## src/rtl/rv32i_mem_pkg.sv

```systemverilog
// Shared types and helpers for the RV32I memory arbiter.
// Owner encoding, strobe width, and word-address alignment.
package rv32i_mem_pkg;

    localparam int unsigned WORD_BYTES     = 4;
    localparam int unsigned STRB_W         = 4;
    localparam int unsigned MEM_ADDR_W_MAX = 64;

    typedef enum logic [1:0] {
        OWNER_NONE = 2'd0,
        OWNER_IF   = 2'd1,
        OWNER_D    = 2'd2
    } owner_t;

    function automatic logic [MEM_ADDR_W_MAX-1:0] mem_word_addr(
        input logic [MEM_ADDR_W_MAX-1:0] byte_addr
    );
        return byte_addr & ~MEM_ADDR_W_MAX'(WORD_BYTES - 1);
    endfunction

endpackage

```

## src/rtl/rv32i_arb_starve_ctr.sv

```systemverilog
// Fetch starvation guard: counts cycles in which a waiting fetch loses to data,
// and forces a fetch grant once the count reaches STARVE_LIMIT.
module rv32i_arb_starve_ctr #(
    parameter int unsigned STARVE_LIMIT = 4
) (
    input  logic clk,
    input  logic rst,
    input  logic ena_i,
    input  logic if_req_i,
    input  logic if_gnt_i,
    input  logic d_gnt_i,
    output logic force_if_o
);

    logic [3:0] cnt_q, cnt_d;

    // NOTE: every always_comb output gets a default first, so no path can infer a latch.
    always_comb begin
        cnt_d = cnt_q;
        if (!if_req_i || if_gnt_i) begin
            cnt_d = '0;
        end else if (ena_i && d_gnt_i) begin
            cnt_d = cnt_q + 4'd1;
        end
    end

    // NOTE: state registers use non-blocking assignment so all flops update together.
    always_ff @(posedge clk) begin
        if (rst) begin
            cnt_q <= '0;
        end else begin
            cnt_q <= cnt_d;
        end
    end

    assign force_if_o = (cnt_q == 4'(STARVE_LIMIT));

endmodule

```

## src/rtl/rv32i_mem_arbiter.sv

```systemverilog
// Single-port memory arbiter between RV32I fetch and load/store ports; data wins
// by default. Define RV32I_ARB_STARVE_GUARD_EN to bound fetch starvation.
module rv32i_mem_arbiter
    import rv32i_mem_pkg::*;
#(
    parameter int unsigned ADDR_W       = 32,
    parameter int unsigned DATA_W       = 32,
    parameter int unsigned STARVE_LIMIT = 4
) (
    input  logic              clk,
    input  logic              rst,
    input  logic              ena,
    input  logic              if_req,
    input  logic [ADDR_W-1:0] if_addr,
    output logic              if_gnt,
    output logic              if_rvalid,
    output logic [DATA_W-1:0] if_rdata,
    input  logic              d_req,
    input  logic              d_we,
    input  logic [ADDR_W-1:0] d_addr,
    input  logic [DATA_W-1:0] d_wdata,
    input  logic [STRB_W-1:0] d_wstrb,
    output logic              d_gnt,
    output logic              d_rvalid,
    output logic [DATA_W-1:0] d_rdata,
    output logic [ADDR_W-1:0] mem_addr,
    output logic              mem_wr_ena,
    output logic [STRB_W-1:0] mem_wstrb,
    output logic [DATA_W-1:0] mem_wr_data,
    input  logic [DATA_W-1:0] mem_rd_data
);

    logic              grant_if, grant_d, force_if;
    logic [ADDR_W-1:0] mem_addr_q, mem_addr_d;
    owner_t            owner_q, owner_d;

`ifdef RV32I_ARB_STARVE_GUARD_EN
    rv32i_arb_starve_ctr #(
        .STARVE_LIMIT(STARVE_LIMIT)
    ) u_starve_ctr (
        .clk       (clk),
        .rst       (rst),
        .ena_i     (ena),
        .if_req_i  (if_req),
        .if_gnt_i  (grant_if),
        .d_gnt_i   (grant_d),
        .force_if_o(force_if)
    );
`else
    logic unused_starve_limit;
    assign unused_starve_limit = ^STARVE_LIMIT[3:0];
    assign force_if            = 1'b0;
`endif

    always_comb begin
        grant_d  = 1'b0;
        grant_if = 1'b0;
        if (ena && !rst) begin
            if (d_req && !(force_if && if_req)) begin
                grant_d = 1'b1;
            end else if (if_req) begin
                grant_if = 1'b1;
            end
        end
    end

    always_comb begin
        mem_addr_d  = mem_addr_q;
        owner_d     = OWNER_NONE;
        mem_wr_ena  = 1'b0;
        mem_wstrb   = '0;
        mem_wr_data = '0;
        if (grant_d) begin
            mem_addr_d = ADDR_W'(mem_word_addr(MEM_ADDR_W_MAX'(d_addr)));
            if (d_we) begin
                mem_wr_ena  = 1'b1;
                mem_wstrb   = d_wstrb;
                mem_wr_data = d_wdata;
            end else begin
                owner_d = OWNER_D;
            end
        end else if (grant_if) begin
            mem_addr_d = ADDR_W'(mem_word_addr(MEM_ADDR_W_MAX'(if_addr)));
            owner_d    = OWNER_IF;
        end
        if (rst) begin
            mem_addr_d = '0;
        end
    end

    always_ff @(posedge clk) begin
        if (rst) begin
            owner_q    <= OWNER_NONE;
            mem_addr_q <= '0;
        end else begin
            owner_q    <= owner_d;
            mem_addr_q <= mem_addr_d;
        end
    end

    // Return path is gated by rst so a read in flight when reset arrives never reports.
    assign if_gnt    = grant_if;
    assign d_gnt     = grant_d;
    assign mem_addr  = mem_addr_d;
    assign if_rvalid = !rst && (owner_q == OWNER_IF);
    assign d_rvalid  = !rst && (owner_q == OWNER_D);
    assign if_rdata  = if_rvalid ? mem_rd_data : '0;
    assign d_rdata   = d_rvalid ? mem_rd_data : '0;

endmodule

```

## config.mk

```make
export PLATFORM = sky130hd
export DESIGN_NAME = rv32i_mem_arbiter
export DESIGN_NICKNAME = d
export VERILOG_FILES = /design/src/rtl/rv32i_mem_pkg.sv /design/src/rtl/rv32i_arb_starve_ctr.sv /design/src/rtl/rv32i_mem_arbiter.sv
export SDC_FILE = /design/constraint.sdc
export NUM_CORES = 1
export LEC_CHECK = 0
export ABC_AREA = 1
export BUFFER_PORTS_ARGS = -buffer_cell sky130_fd_sc_hd__buf_2
export CAP_MARGIN = 20
export CORE_AREA = 2 2 107 109
export DETAILED_ROUTE_END_ITERATION = 8
export DIE_AREA = 0 0 109 111
export GPL_TIMING_DRIVEN = 0
export PLACE_DENSITY = 0.57
export SYNTH_ARGS = -nofsm -noshare
export SYNTH_HDL_FRONTEND = slang
export SYNTH_HIERARCHICAL = 1
export SYNTH_SLANG_ARGS = --single-unit
```

## constraint.sdc

```tcl
create_clock -name clk -period 1.2 [get_ports clk]
set_clock_uncertainty 0.15 [all_clocks]
set_input_delay 0.06 -clock clk [delete_from_list [all_inputs] [get_ports clk]]
set_output_delay 0.06 -clock clk [all_outputs]
set_load 0.05 [all_outputs]
```

==> reports/results.tsv <==
metric	value	unit
synth_area_per_cell	5.08	um^2
timing.slew.headroom	0.710	
wirelength	14500	um
gp_congestion	0.786	
finalPower	4.56	mW
grt_pass1_vias	3998	
regArea	683	um^2
fp.dieH	111	um
synth_edf_count	0	
cts_made_buffers	5	
grtUsageMet3	0.0400	
hold_viol_final	27	
synth_area	2530	um^2
diodes	0	
slew_viol_final	0	
coreArea	11100	um^2
cap_violations	0	
area_delta_synth_final	204	%
dpl_cell_area	4790	um^2
io_pins	275	
ys_top_cells_by_count	nand2_1 (162), nor2_1 (107), inv_1 (98)	
finalCritPeriodShare	1.31	
required	0.99	ns
critPathLaunchType	register	
power_density	594	nW/um^2
syn-num-nets	635	
synth_top_area_share	0.269	
synthArstFlopShare	0	
dieArea	12100	um^2
cp-startpoint	owner_q[1]$_SDFF_PP0_	
wl_per_cell	15.1	um
finalSetupTns	-33.75	ns
cp-end-kind	primary output	
antenna_left	0	
fp-row-count	39	
rsz0062_at_grt	true	
placement.io_buffers	269	
route.detailed.drc	0	
dr.pass1.iters	4	
ir_drop	0.479	mV
clock-sinks	34	
clockRootBuffer	clkbuf_16	
failed_checks	negative hold slack, negative setup slack	
dr.first_iter.drc_count	169	
cts_tree	done	
gr-max-usage-layer	met2	
drive_gt1_frac	0.718	
setup_viol	136	
fill_cells	815	
crit_type	register to primary output	
met1_usage	0.207	
instances_no_fill	965	
crit_arrival	1.37	ns
hp-class	primary input to register	
post-dp-hpwl	8620	um
grt_max_degree	11	
holdWs	-0.144	ns
yosysMostFrequentCell	nand2_1	
num_vias	4308	
power.leakage	3.87	nW
die_x	109	um
clock_latency	0.27	ns
grt_usage	0.189	
multiInputGateArea	2730	um^2
cts_buffer_depth	2	
synth_cells	497	
use_met2	0.364	
h-tree-depth	2	
crit_end	if_rdata[18]	
ys_warn_count	6	
grt_first_pass_wirelength	18500	um
max_slew.worst_pin.slew	0.436	ns
synth.distinct_cells	11	
synth_flop_cell	dfxtp_1	
status	finished with violations	
grt_antenna_before_repair	0	
setup_slack	-0.376	ns
worstReg2RegStart	mem_addr_q[2]$_SDFF_PP0_	
synth_seq_cells	34	
stdcell_area	7680	um^2
finish.utilization	0.693	
cp_max_fo	7	
period_needed	1.58	ns
r2r_cells	5	
netlist_top_cells_area	dfxtp_1 (27%), nand2_1 (24%), nor2_1 (16%), inv_1 (15%), nand3_1 (12%)	
yosysTopAreaCell	dfxtp_1	
clock.fmax	635	MHz
routed_via_density	4.46	
seq_area_frac_synth	0.269	
dp_cells	909	
overflow	0	
r2r_end	mem_addr_q[2]$_SDFF_PP0_	
clk_pin_slew	0.05	ns
rrSetupSlack	0.29	ns
initial_core_util	0.228	
nets	959	
[state kept, by name, indices dropped and copies added (netlist names)]
signal	cells
mem_addr_q	32
owner_q	2
[worst min-delay path by stage]
stage / from / end / slack (ns) / cells after the start
final: d_addr[25] / mem_addr_q[25]$_SDFF_PP0_ / -0.14 / 3
after global routing: d_addr[12] / mem_addr_q[12]$_SDFF_PP0_ / -0.14 / 3
after CTS: d_addr[11] / mem_addr_q[11]$_SDFF_PP0_ / -0.15 / 3
after detailed placement: d_addr[7] / mem_addr_q[7]$_SDFF_PP0_ / 0.13 / 3
after global placement: d_addr[11] / mem_addr_q[11]$_SDFF_PP0_ / 0.13 / 3
after floorplan: d_addr[2] / mem_addr_q[2]$_SDFF_PP0_ / 0.04 / 2
[worst max-delay path, stage by stage, from the launching register on]
cell	delay (ns)
dfxtp_2	0.34
nor2_4	0.16
nand2_8	0.11
clkbuf_8	0.21
nor2_4	0.10
buf_6	0.17
[cells in the final DEF, fill, tap and decap left out]
master          Yosys  final
a21oi_4             0      1
buf_12              0      5
buf_16              0      3
buf_2              19    130
buf_4               1     12
buf_6               0    106
buf_8               0     70
clkbuf_1            9      2
clkbuf_16           0     17
clkbuf_2            0      2
clkbuf_4            0      1
clkbuf_8            0      2
clkinv_2            0      1
dfxtp_1            34     32
dfxtp_2             0      2
dlygate4sd3_1       0      1
dlymetal6s4s_1      0      2
inv_1              98     96
inv_12              0      1
inv_2               4      3
inv_4               0      2
nand2_1           162     81
nand2_2             0     61
nand2_4             0     19
nand2_8             0      1
nand3_1            61     15
nand3_2             0     35
nand3_4             0     11
nor2_1            107      3
nor2_2              1      4
nor2_4              0    101
[layout make-up]
type / instances / share of cell area
Multi-Input combinational cell: 332 / 0.355
Clock inverter: 1 / 0.000652
Inverter: 102 / 0.0522
Buffer: 27 / 0.0530
Timing Repair Buffer: 319 / 0.408
Clock buffer: 7 / 0.0186
Tap cell: 143 / 0.0233
Sequential cell: 34 / 0.0890
[routing by layer]
metal	vias up	routed length, um	part of all wire
met5	-	0	0
met4	0	333	0.023
met3	29	1100	0.075
met2	212	8150	0.56
met1	1979	4950	0.34
li1	2088	-	-
[logic make-up (layout without fill, tap and decap cells)]
group / Yosys count / count (layout) / synth area share
AOI/OAI and AO/OA: 1 / 1 / 0.00198
buffers and inverters: 131 / 456 / 0.206
DFF: 34 / 34 / 0.269
and+or+nand+nor: 331 / 331 / 0.523
[per-stage QoR]
step                      hold slack, ns  setup slack, ns
after global routing              -0.136           -0.428
after floorplan                   0.0394           -0.179
after detailed placement           0.134           -0.374
after CTS                         -0.149           -0.373
final                             -0.144           -0.376
after global placement             0.134           -0.346
[report_power, final]
part | switching (mW) | internal [mW]
Sequential | 0.0175 | 1.20
Clock | 0.469 | 0.822
Combinational | 1.21 | 0.847
Total | 1.69 | 2.87
[what timing repair did]
item | CTS | global route
endpoints found under the hold margin | 30 | 28
pin swaps | 7 | 41
setup buffers | 9 | 24
cloned | 6 | 10
setup endpoints to repair | 137 | 139
hold buffers | 2 | 1
gates resized for setup | 276 | 385
Note: power is estimated with default switching activity, not from simulation.
